`src/rtl/stepgen_pkg.sv`:
```
// Shared definitions for the step/dir pulse generator: FSM encoding, direction
// constants and the period clamp helper.
package stepgen_pkg;

    localparam int STATE_W = 3;

    typedef enum logic [STATE_W-1:0] {
        ST_IDLE     = 3'd0,
        ST_DIR_WAIT = 3'd1,
        ST_STEP_HI  = 3'd2,
        ST_STEP_LO  = 3'd3,
        ST_FINISH   = 3'd4
    } state_t;

    localparam logic STEP_FWD = 1'b1;
    localparam logic STEP_REV = 1'b0;

    // Larger of the requested period and the shortest legal period.
    function automatic logic [31:0] clamp_period(input logic [31:0] period,
                                                 input logic [31:0] floor_val);
        return (period < floor_val) ? floor_val : period;
    endfunction

endpackage

```
`src/rtl/step_dir_generator_if.sv`:
```
// Move-command handshake between the host side and the step/dir generator.
interface step_dir_generator_if #(
    parameter int CNT_W = 16,
    parameter int PER_W = 16
) ();
    logic             cmd_valid;
    logic             cmd_ready;
    logic             cmd_dir;
    logic [CNT_W-1:0] cmd_steps;
    logic [PER_W-1:0] cmd_period;

    modport master (output cmd_valid, output cmd_dir, output cmd_steps,
                    output cmd_period, input cmd_ready);
    modport slave  (input cmd_valid, input cmd_dir, input cmd_steps,
                    input cmd_period, output cmd_ready);
endinterface

```
`src/rtl/stepgen_timer.sv`:
```
// Loadable down-counter with a zero flag; counts down to zero and holds there.
module stepgen_timer #(
    parameter int W = 17
) (
    input  logic         clk,
    input  logic         rst_n,
    input  logic         load,
    input  logic [W-1:0] load_val,
    output logic         zero
);
    logic [W-1:0] cnt_r;

    // Counter: load takes priority, otherwise decrement and saturate at zero.
    always_ff @(posedge clk or negedge rst_n) begin
        if (!rst_n) begin
            cnt_r <= {W{1'b0}};
        end else if (load) begin
            cnt_r <= load_val;
        end else if (cnt_r != {W{1'b0}}) begin
            cnt_r <= cnt_r - W'(1);
        end
    end

    assign zero = (cnt_r == {W{1'b0}});
endmodule

```
`src/rtl/step_dir_generator.sv`:
```
// Step/dir pulse generator driving a stepper driver's step/dir pins.
// Optional linear ramp enabled by defining STEPGEN_RAMP_EN.
module step_dir_generator
    import stepgen_pkg::*;
#(
    parameter int CNT_W     = 16,
    parameter int PER_W     = 16,
    parameter int PULSE_W   = 4,
    parameter int DIR_SETUP = 4,
    parameter int POS_W     = 32
`ifdef STEPGEN_RAMP_EN
    ,
    parameter logic [15:0] RAMP_START = 16'd2000,
    parameter logic [15:0] RAMP_DEC   = 16'd50
`endif
) (
    input  logic                 clk,
    input  logic                 rst_n,
    step_dir_generator_if.slave  cmd,
    input  logic                 abort,
    output logic                 step_out,
    output logic                 dir_out,
    output logic                 busy,
    output logic                 done,
    output logic                 aborted,
    output logic [CNT_W-1:0]     steps_left,
    output logic [POS_W-1:0]     position
);
    localparam int TW = PER_W + 1;
    localparam logic [TW-1:0] HI_LOAD    = TW'(PULSE_W - 1);
    localparam logic [TW-1:0] SETUP_LOAD = TW'(DIR_SETUP - 1);
    localparam logic [TW-1:0] LO_OFFSET  = TW'(PULSE_W + 1);

    state_t             state_r, next_state_s;
    logic               accept_s, step_entry_s;
    logic               timer_load_s, timer_zero_s;
    logic [TW-1:0]      timer_val_s;
    logic [TW-1:0]      cmd_eff_s, eff_period_r, period_s, lo_load_s;
    logic               abort_pend_r;
    logic [CNT_W-1:0]   steps_left_r;
    logic [POS_W-1:0]   position_r;
    logic               step_out_s, dir_out_s, busy_s, done_s, aborted_s, cmd_ready_s;
    logic               step_out_r, dir_out_r, busy_r, done_r, aborted_r, cmd_ready_r;

    assign accept_s  = cmd.cmd_valid && cmd_ready_r;
    assign cmd_eff_s = TW'(clamp_period(32'(cmd.cmd_period), 32'(PULSE_W + 1)));
    assign lo_load_s = period_s - LO_OFFSET;

    stepgen_timer #(.W(TW)) u_timer (
        .clk      (clk),
        .rst_n    (rst_n),
        .load     (timer_load_s),
        .load_val (timer_val_s),
        .zero     (timer_zero_s)
    );

    // State register.
    always_ff @(posedge clk or negedge rst_n) begin
        if (!rst_n) begin
            state_r <= ST_IDLE;
        end else begin
            state_r <= next_state_s;
        end
    end

    // Next-state and timer reload decisions.
    always_comb begin
        next_state_s = state_r;
        timer_load_s = 1'b0;
        timer_val_s  = {TW{1'b0}};
        case (state_r)
            ST_IDLE: begin
                if (!accept_s) begin
                    next_state_s = ST_IDLE;
                end else if (cmd.cmd_steps == {CNT_W{1'b0}}) begin
                    next_state_s = ST_FINISH;
                end else if (cmd.cmd_dir != dir_out_r) begin
                    next_state_s = ST_DIR_WAIT;
                    timer_load_s = 1'b1;
                    timer_val_s  = SETUP_LOAD;
                end else begin
                    next_state_s = ST_STEP_HI;
                    timer_load_s = 1'b1;
                    timer_val_s  = HI_LOAD;
                end
            end
            ST_DIR_WAIT: begin
                if (abort) begin
                    next_state_s = ST_FINISH;
                end else if (timer_zero_s) begin
                    next_state_s = ST_STEP_HI;
                    timer_load_s = 1'b1;
                    timer_val_s  = HI_LOAD;
                end else begin
                    next_state_s = ST_DIR_WAIT;
                end
            end
            ST_STEP_HI: begin
                // A pulse is never truncated; a pending abort is honoured at its end.
                if (!timer_zero_s) begin
                    next_state_s = ST_STEP_HI;
                end else if (abort || abort_pend_r) begin
                    next_state_s = ST_FINISH;
                end else begin
                    next_state_s = ST_STEP_LO;
                    timer_load_s = 1'b1;
                    timer_val_s  = lo_load_s;
                end
            end
            ST_STEP_LO: begin
                if (abort) begin
                    next_state_s = ST_FINISH;
                end else if (!timer_zero_s) begin
                    next_state_s = ST_STEP_LO;
                end else if (steps_left_r != {CNT_W{1'b0}}) begin
                    next_state_s = ST_STEP_HI;
                    timer_load_s = 1'b1;
                    timer_val_s  = HI_LOAD;
                end else begin
                    next_state_s = ST_FINISH;
                end
            end
            ST_FINISH: begin
                next_state_s = ST_IDLE;
            end
            default: begin
                next_state_s = ST_IDLE;
            end
        endcase
    end

    // Output decode from the upcoming state so every output leaves a flop.
    always_comb begin
        step_out_s   = (next_state_s == ST_STEP_HI);
        step_entry_s = step_out_s && (state_r != ST_STEP_HI);
        busy_s       = (next_state_s != ST_IDLE);
        done_s       = (next_state_s == ST_FINISH);
        cmd_ready_s  = (next_state_s == ST_IDLE);
        aborted_s    = done_s && (state_r != ST_IDLE) && (abort || abort_pend_r);
        dir_out_s    = accept_s ? cmd.cmd_dir : dir_out_r;
    end

    // Output registers.
    always_ff @(posedge clk or negedge rst_n) begin
        if (!rst_n) begin
            step_out_r  <= 1'b0;
            dir_out_r   <= 1'b0;
            busy_r      <= 1'b0;
            done_r      <= 1'b0;
            aborted_r   <= 1'b0;
            cmd_ready_r <= 1'b1;
        end else begin
            step_out_r  <= step_out_s;
            dir_out_r   <= dir_out_s;
            busy_r      <= busy_s;
            done_r      <= done_s;
            aborted_r   <= aborted_s;
            cmd_ready_r <= cmd_ready_s;
        end
    end

    // Move bookkeeping: remaining steps, latched period, position and abort latch.
    always_ff @(posedge clk or negedge rst_n) begin
        if (!rst_n) begin
            steps_left_r <= {CNT_W{1'b0}};
            eff_period_r <= {TW{1'b0}};
            position_r   <= {POS_W{1'b0}};
            abort_pend_r <= 1'b0;
        end else begin
            if (accept_s) begin
                steps_left_r <= step_entry_s ? (cmd.cmd_steps - CNT_W'(1)) : cmd.cmd_steps;
                eff_period_r <= cmd_eff_s;
            end else if (step_entry_s) begin
                steps_left_r <= steps_left_r - CNT_W'(1);
            end
            if (step_entry_s) begin
                position_r <= (dir_out_s == STEP_REV) ? (position_r - POS_W'(1))
                                                       : (position_r + POS_W'(1));
            end
            if (state_r == ST_IDLE) begin
                abort_pend_r <= 1'b0;
            end else if ((state_r == ST_STEP_HI) && abort) begin
                abort_pend_r <= 1'b1;
            end
        end
    end

`ifdef STEPGEN_RAMP_EN
    localparam logic [TW-1:0] RAMP_DEC_T = TW'(RAMP_DEC);
    logic [TW-1:0]    cur_period_r, ramp_top_r, cmd_top_s;
    logic [TW:0]      ramp_up_s;
    logic [CNT_W-1:0] ramp_cnt_r;

    assign cmd_top_s = TW'(clamp_period(32'(RAMP_START), 32'(cmd_eff_s)));
    assign ramp_up_s = {1'b0, cur_period_r} + {1'b0, RAMP_DEC_T};

    // Ramp: start slow, speed up toward eff_period, mirror the ramp near the end.
    always_ff @(posedge clk or negedge rst_n) begin
        if (!rst_n) begin
            cur_period_r <= {TW{1'b0}};
            ramp_top_r   <= {TW{1'b0}};
            ramp_cnt_r   <= {CNT_W{1'b0}};
        end else if (accept_s) begin
            cur_period_r <= cmd_top_s;
            ramp_top_r   <= cmd_top_s;
            ramp_cnt_r   <= {CNT_W{1'b0}};
        end else if ((state_r == ST_STEP_LO) && (next_state_s == ST_STEP_HI)) begin
            if (steps_left_r <= ramp_cnt_r) begin
                cur_period_r <= (ramp_up_s > {1'b0, ramp_top_r}) ? ramp_top_r : ramp_up_s[TW-1:0];
            end else if (cur_period_r > eff_period_r) begin
                cur_period_r <= ((cur_period_r - eff_period_r) > RAMP_DEC_T)
                                ? (cur_period_r - RAMP_DEC_T) : eff_period_r;
                ramp_cnt_r   <= ramp_cnt_r + CNT_W'(1);
            end
        end
    end

    assign period_s = cur_period_r;
`else
    assign period_s = eff_period_r;
`endif

    assign cmd.cmd_ready = cmd_ready_r;
    assign step_out      = step_out_r;
    assign dir_out       = dir_out_r;
    assign busy          = busy_r;
    assign done          = done_r;
    assign aborted       = aborted_r;
    assign steps_left    = steps_left_r;
    assign position      = position_r;
endmodule

```
`src/flat_wrapper.sv`:
```
// flat-port wrapper written by rule: the top's interface ports become plain ports
module step_dir_generator_flat import stepgen_pkg::*;
#(
    parameter int CNT_W     = 16,
    parameter int PER_W     = 16,
    parameter int PULSE_W   = 4,
    parameter int DIR_SETUP = 4,
    parameter int POS_W     = 32

)
  (clk, rst_n, abort, step_out, dir_out, busy, done, aborted, steps_left, position, cmd_cmd_valid, cmd_cmd_dir, cmd_cmd_steps, cmd_cmd_period, cmd_cmd_ready);
  step_dir_generator_if #(.CNT_W(CNT_W), .PER_W(PER_W)) cmd_i ();
  input  logic clk;
  input  logic rst_n;
  input  logic abort;
  output logic step_out;
  output logic dir_out;
  output logic busy;
  output logic done;
  output logic aborted;
  output logic [CNT_W-1:0] steps_left;
  output logic [POS_W-1:0] position;
  input wire logic [$bits(cmd_i.cmd_valid)-1:0] cmd_cmd_valid;
  input wire logic [$bits(cmd_i.cmd_dir)-1:0] cmd_cmd_dir;
  input wire logic [$bits(cmd_i.cmd_steps)-1:0] cmd_cmd_steps;
  input wire logic [$bits(cmd_i.cmd_period)-1:0] cmd_cmd_period;
  output wire logic [$bits(cmd_i.cmd_ready)-1:0] cmd_cmd_ready;
  assign cmd_i.cmd_valid = cmd_cmd_valid;
  assign cmd_i.cmd_dir = cmd_cmd_dir;
  assign cmd_i.cmd_steps = cmd_cmd_steps;
  assign cmd_i.cmd_period = cmd_cmd_period;
  assign cmd_cmd_ready = cmd_i.cmd_ready;
  step_dir_generator #(.CNT_W(CNT_W), .PER_W(PER_W), .PULSE_W(PULSE_W), .DIR_SETUP(DIR_SETUP), .POS_W(POS_W)) u_core (.clk(clk), .rst_n(rst_n), .cmd(cmd_i), .abort(abort), .step_out(step_out), .dir_out(dir_out), .busy(busy), .done(done), .aborted(aborted), .steps_left(steps_left), .position(position));
endmodule
```
`config.mk`:
```
export PLATFORM = sky130hd
export DESIGN_NAME = step_dir_generator_flat
export DESIGN_NICKNAME = d
export VERILOG_FILES = /design/src/rtl/stepgen_pkg.sv /design/src/rtl/step_dir_generator_if.sv /design/src/rtl/stepgen_timer.sv /design/src/rtl/step_dir_generator.sv /design/src/flat_wrapper.sv
export SDC_FILE = /design/constraint.sdc
export NUM_CORES = 1
export LEC_CHECK = 0
export CORE_UTILIZATION = 35
export DETAILED_ROUTE_END_ITERATION = 6
export GPL_TIMING_DRIVEN = 0
export SYNTH_ARGS = -nofsm -noshare
export SYNTH_HDL_FRONTEND = slang
export SYNTH_HIERARCHICAL = 1
export SYNTH_SLANG_ARGS = --single-unit
```
`constraint.sdc`:
```
create_clock -name clk -period 11.63 [get_ports clk]
set_input_delay 2.9075 -clock clk [delete_from_list [all_inputs] [get_ports clk]]
set_output_delay 2.9075 -clock clk [all_outputs]
set_load 0.005 [all_outputs]
```
==> results.md <==
- CTS tree: built
- Buf+Inv Stages, Crit Path: 2
- Max Slew Vio Count: 0
- Status: complete, but fails checks
- Slew @ Worst Pin: 0.855 ns
- Setup bufs post-CTS: 0
- Starting density of the core: 36.1%
- Die X: around 140 um
- Crit path top cell by count: o21ai_0
- Fin. Hold Viols: 0
- PwrDens: between 300 and 400 nW/um2
- Clk sink count: 91
- Clock Skew: ~0.0054 ns
- Cell chain of the critical path: clkdlybuf4s50_1, nand2_1, mux2i_4, buf_16, ha_1, a21oi_1, nor2_1, a2111oi_0, nand3_1, o21ai_0, a32o_1, o21ai_0, a311oi_1, o31ai_1
- Largest stage delay, worst path: 0.65 ns
- Antenna Diode Count: 0
- FMAX: 150 MHz
- Max Root-Sink Buffers: 2
- Cells after synthesis: 740
- Post-Route Utilization: 44.5%
- Post-Syn Nets: approximately 810
- Failing checks: DRC
- Core Area: 18,200 um2
- Layout area overhead: 23.3%
- Number of H-tree levels: 3
- Post-Syn Area: between 6000 and 7000 um2
- WHS: 0.466 ns
- Via-to-Cell Ratio: 5.36
- # rows: 49
- Count leader, synth: dfrtp_1
- Post-synth EDFFs: 0
- Critical path arrival: roughly 6.9 ns
- NumNets Final: 915
- RSZ-0062 raised after global routing: false
- Top delay family on crit path: compound AO/OA/AOI/OAI gates
- Max VDD drop: 0.000145 V
- Die Area: 19,300 um2
- Post-cts sizing count: 0
- Class of the worst hold path: flip-flop to flip-flop
- Crit path time final: 6.67 ns
- Crit end category: flip-flop
- DR vias: 5,764
- Detail Route Antenna Nets: 0
- Worst slack, placed: 4.59 ns
- Largest net degree at the start of global routing: 53
- Mean post-synth cell area: 8.88 um2
- Fillers: 1,787
- Post-DP HPWL: 13.0 mm
- Setup crit start kind: input port
- Hold_buf cts: 0
- Synth warnings: 6
- Area leader, netlist: dfrtp_1
- 1st-pass router iterations: 6
- IO Count: 91
- GRT Overall Usage: a little under a fifth
- Leakage: roughly 3.3 nW
- RePlAce Congestion: between 0.8 and 0.9
- Worst-skew pair later-pin latency: around 0.35 ns
- First-pass GRT wire length: 28.6 mm
- Number of global-route vias before repair: 5,552
- Top cells by count, synth: dfrtp_1 (90), nand2_1 (79), nor2_1 (60), o21ai_0 (55), a21oi_1 (54)
- PortBufs: 89
- Final worst setup slack: 4.96 ns
- DRC viols: 3
- CP max-delay cell: mux2i_4
- Seq cells post-synth: slightly above 90
- Worst slew margin: 42.3%
- Initial DRC Count: approximately 230
- Synth top area cells: dfrtp_1 (34%), ha_1 (6.7%), xnor2_1 (4.8%), nand2_1 (4.5%), o21ai_0 (4.2%)
- Synth top area share: between 30% and 40%
- Crit Path Max Fanout: 18
- Antenna violations before repair: 0
- Max-Cap Viols: 0
- Dominant synthesized flop cell: dfrtp_1
- Layout cells sized above 1: under 10%
- CTS Buf Count: 9
- TNS Setup: 0 ns
- # setup viols final: 0
- Chip height: 139 um
- Required time of the critical path: 11.85 ns
- CTS clk-pin slew, worst paths: 0.06 ns
- Routed len/inst: about 16 um
- Ys async rst share: 100%
- Sequential fraction of the synthesis area: 34.7%
- GRT overflow: 0
- Crit Path Category: input port to flip-flop
- Netlist cell types: 69
- Final critical-path share of the clock period: 57.4%
- Post-Route WL: 17.2 mm
- Clk root buf: clkbuf_16
[sequential cells by signal (all words and copies together), names as in the netlist]
name	count
u_core/aborted	1
u_core/eff_period_r	16
u_core/abort_pend_r	1
u_core/dir_out	1
u_core/u_timer/cnt_r	17
u_core/step_out	1
u_core/state_r	3
u_core/busy	1
u_core/cmd.cmd_ready	1
u_core/done	1
u_core/steps_left	16
u_core/position	32
[report_power, final]
part           switching [mW]  total [mW]  internal, mW
clock network           0.128       0.294         0.166
logic                   0.880        1.65         0.770
registers               0.177       0.655         0.478
[worst reg2reg max path: stages (launching register included)]
cell and delay, ns:
dfrtp_1 0.43, inv_1 0.08, ha_1 0.22, nor4b_4 0.37, nand3_4 0.18, nor2_1 0.46, nand4_1 0.54, clkbuf_1 0.38
nand2_1 0.36, clkbuf_1 0.46, clkbuf_1 0.47, nand2_1 0.13, o21ai_0 0.10
[metrics by stage]
stage	instance area, um2	cells	power [mW]
6_report	8100	1076	2.60
5_1_grt	8100	1076	2.85
4_1_cts	8100	1076	2.62
3_5_place_dp	7810	1060	2.31
3_3_place_gp	7750	1058	2.28
2_1_floorplan	6570	740	1.78
[layout make-up]
type / count / area, um2 / area share, %
Multi-Input combinational cell: 598 / 4070 / 50.2
Clock inverter: 5 / 55.1 / 0.680
Buffer: 27 / 149 / 1.84
Sequential cell: 91 / 2280 / 28.1
Timing Repair Buffer: 91 / 943 / 11.6
Tap cell: 229 / 287 / 3.54
Inverter: 24 / 90.1 / 1.11
Clock buffer: 11 / 233 / 2.87
[layout by cell type (no fill, tap or decap), drive strengths merged, types with 4 or more instances in the layout]
cell type | synthesis | layout
clkbuf | 15 | 26
nand2b | 16 | 16
dfrtp | 90 | 90
nor2b | 6 | 6
and3 | 4 | 4
nand2 | 79 | 79
ha | 35 | 35
a21oi | 54 | 54
buf | 12 | 15
nor2 | 60 | 60
inv | 24 | 24
nor4b | 4 | 4
o21a | 11 | 11
nor4 | 21 | 21
o211a | 8 | 8
o211ai | 6 | 6
o21bai | 7 | 7
o21ai | 59 | 59
nand4 | 11 | 11
or4 | 7 | 7
xor2 | 31 | 31
o31ai | 15 | 15
nand3 | 14 | 14
a21o | 10 | 10
mux2i | 13 | 13
xnor2 | 36 | 36
clkdlybuf4s50 | 0 | 88
mux2 | 13 | 13
or3 | 10 | 10
nor3 | 26 | 26
[routing by layer]
metal	wire (um)	up-vias	share of wire (%)	track usage (%)
met1	8250	2792	48	24.3
met4	191	0	1.1	5.09
li1	-	2886	-	-
met2	8370	73	49	32.0
met3	428	13	2.5	2.24
met5	0	-	0	0
[cell families (layout without fill, tap and decap cells)]
family | Yosys count | count (layout) | share of synthesized area, %
AOI/OAI and AO/OA | 196 | 196 | 18.9
xor gates and xnor gates | 67 | 67 | 8.93
adders and majority gates | 36 | 36 | 6.97
buffers and inverters | 51 | 158 | 3.64
DFF | 91 | 91 | 34.7
muxes | 26 | 26 | 4.21
and+or+nand+nor | 273 | 273 | 22.7
[worst paths after layout]
check                                             start                       end  slack (ns)  cells after the start
worst max-delay path                      cmd_cmd_valid       u_core/position[29]        4.96                     14
worst min-delay path                u_core/position[31]       u_core/position[31]        0.47                      1
worst max register to register  u_core/u_timer/cnt_r[0]  u_core/u_timer/cnt_r[14]        7.38                     12
worst min register to register      u_core/position[31]       u_core/position[31]        0.47                      1
max in group asynchronous                         rst_n    u_core/eff_period_r[7]        8.42                      2
min in group asynchronous                         rst_n       u_core/position[27]        2.56                      1
(Power assumes the default switching activity.)
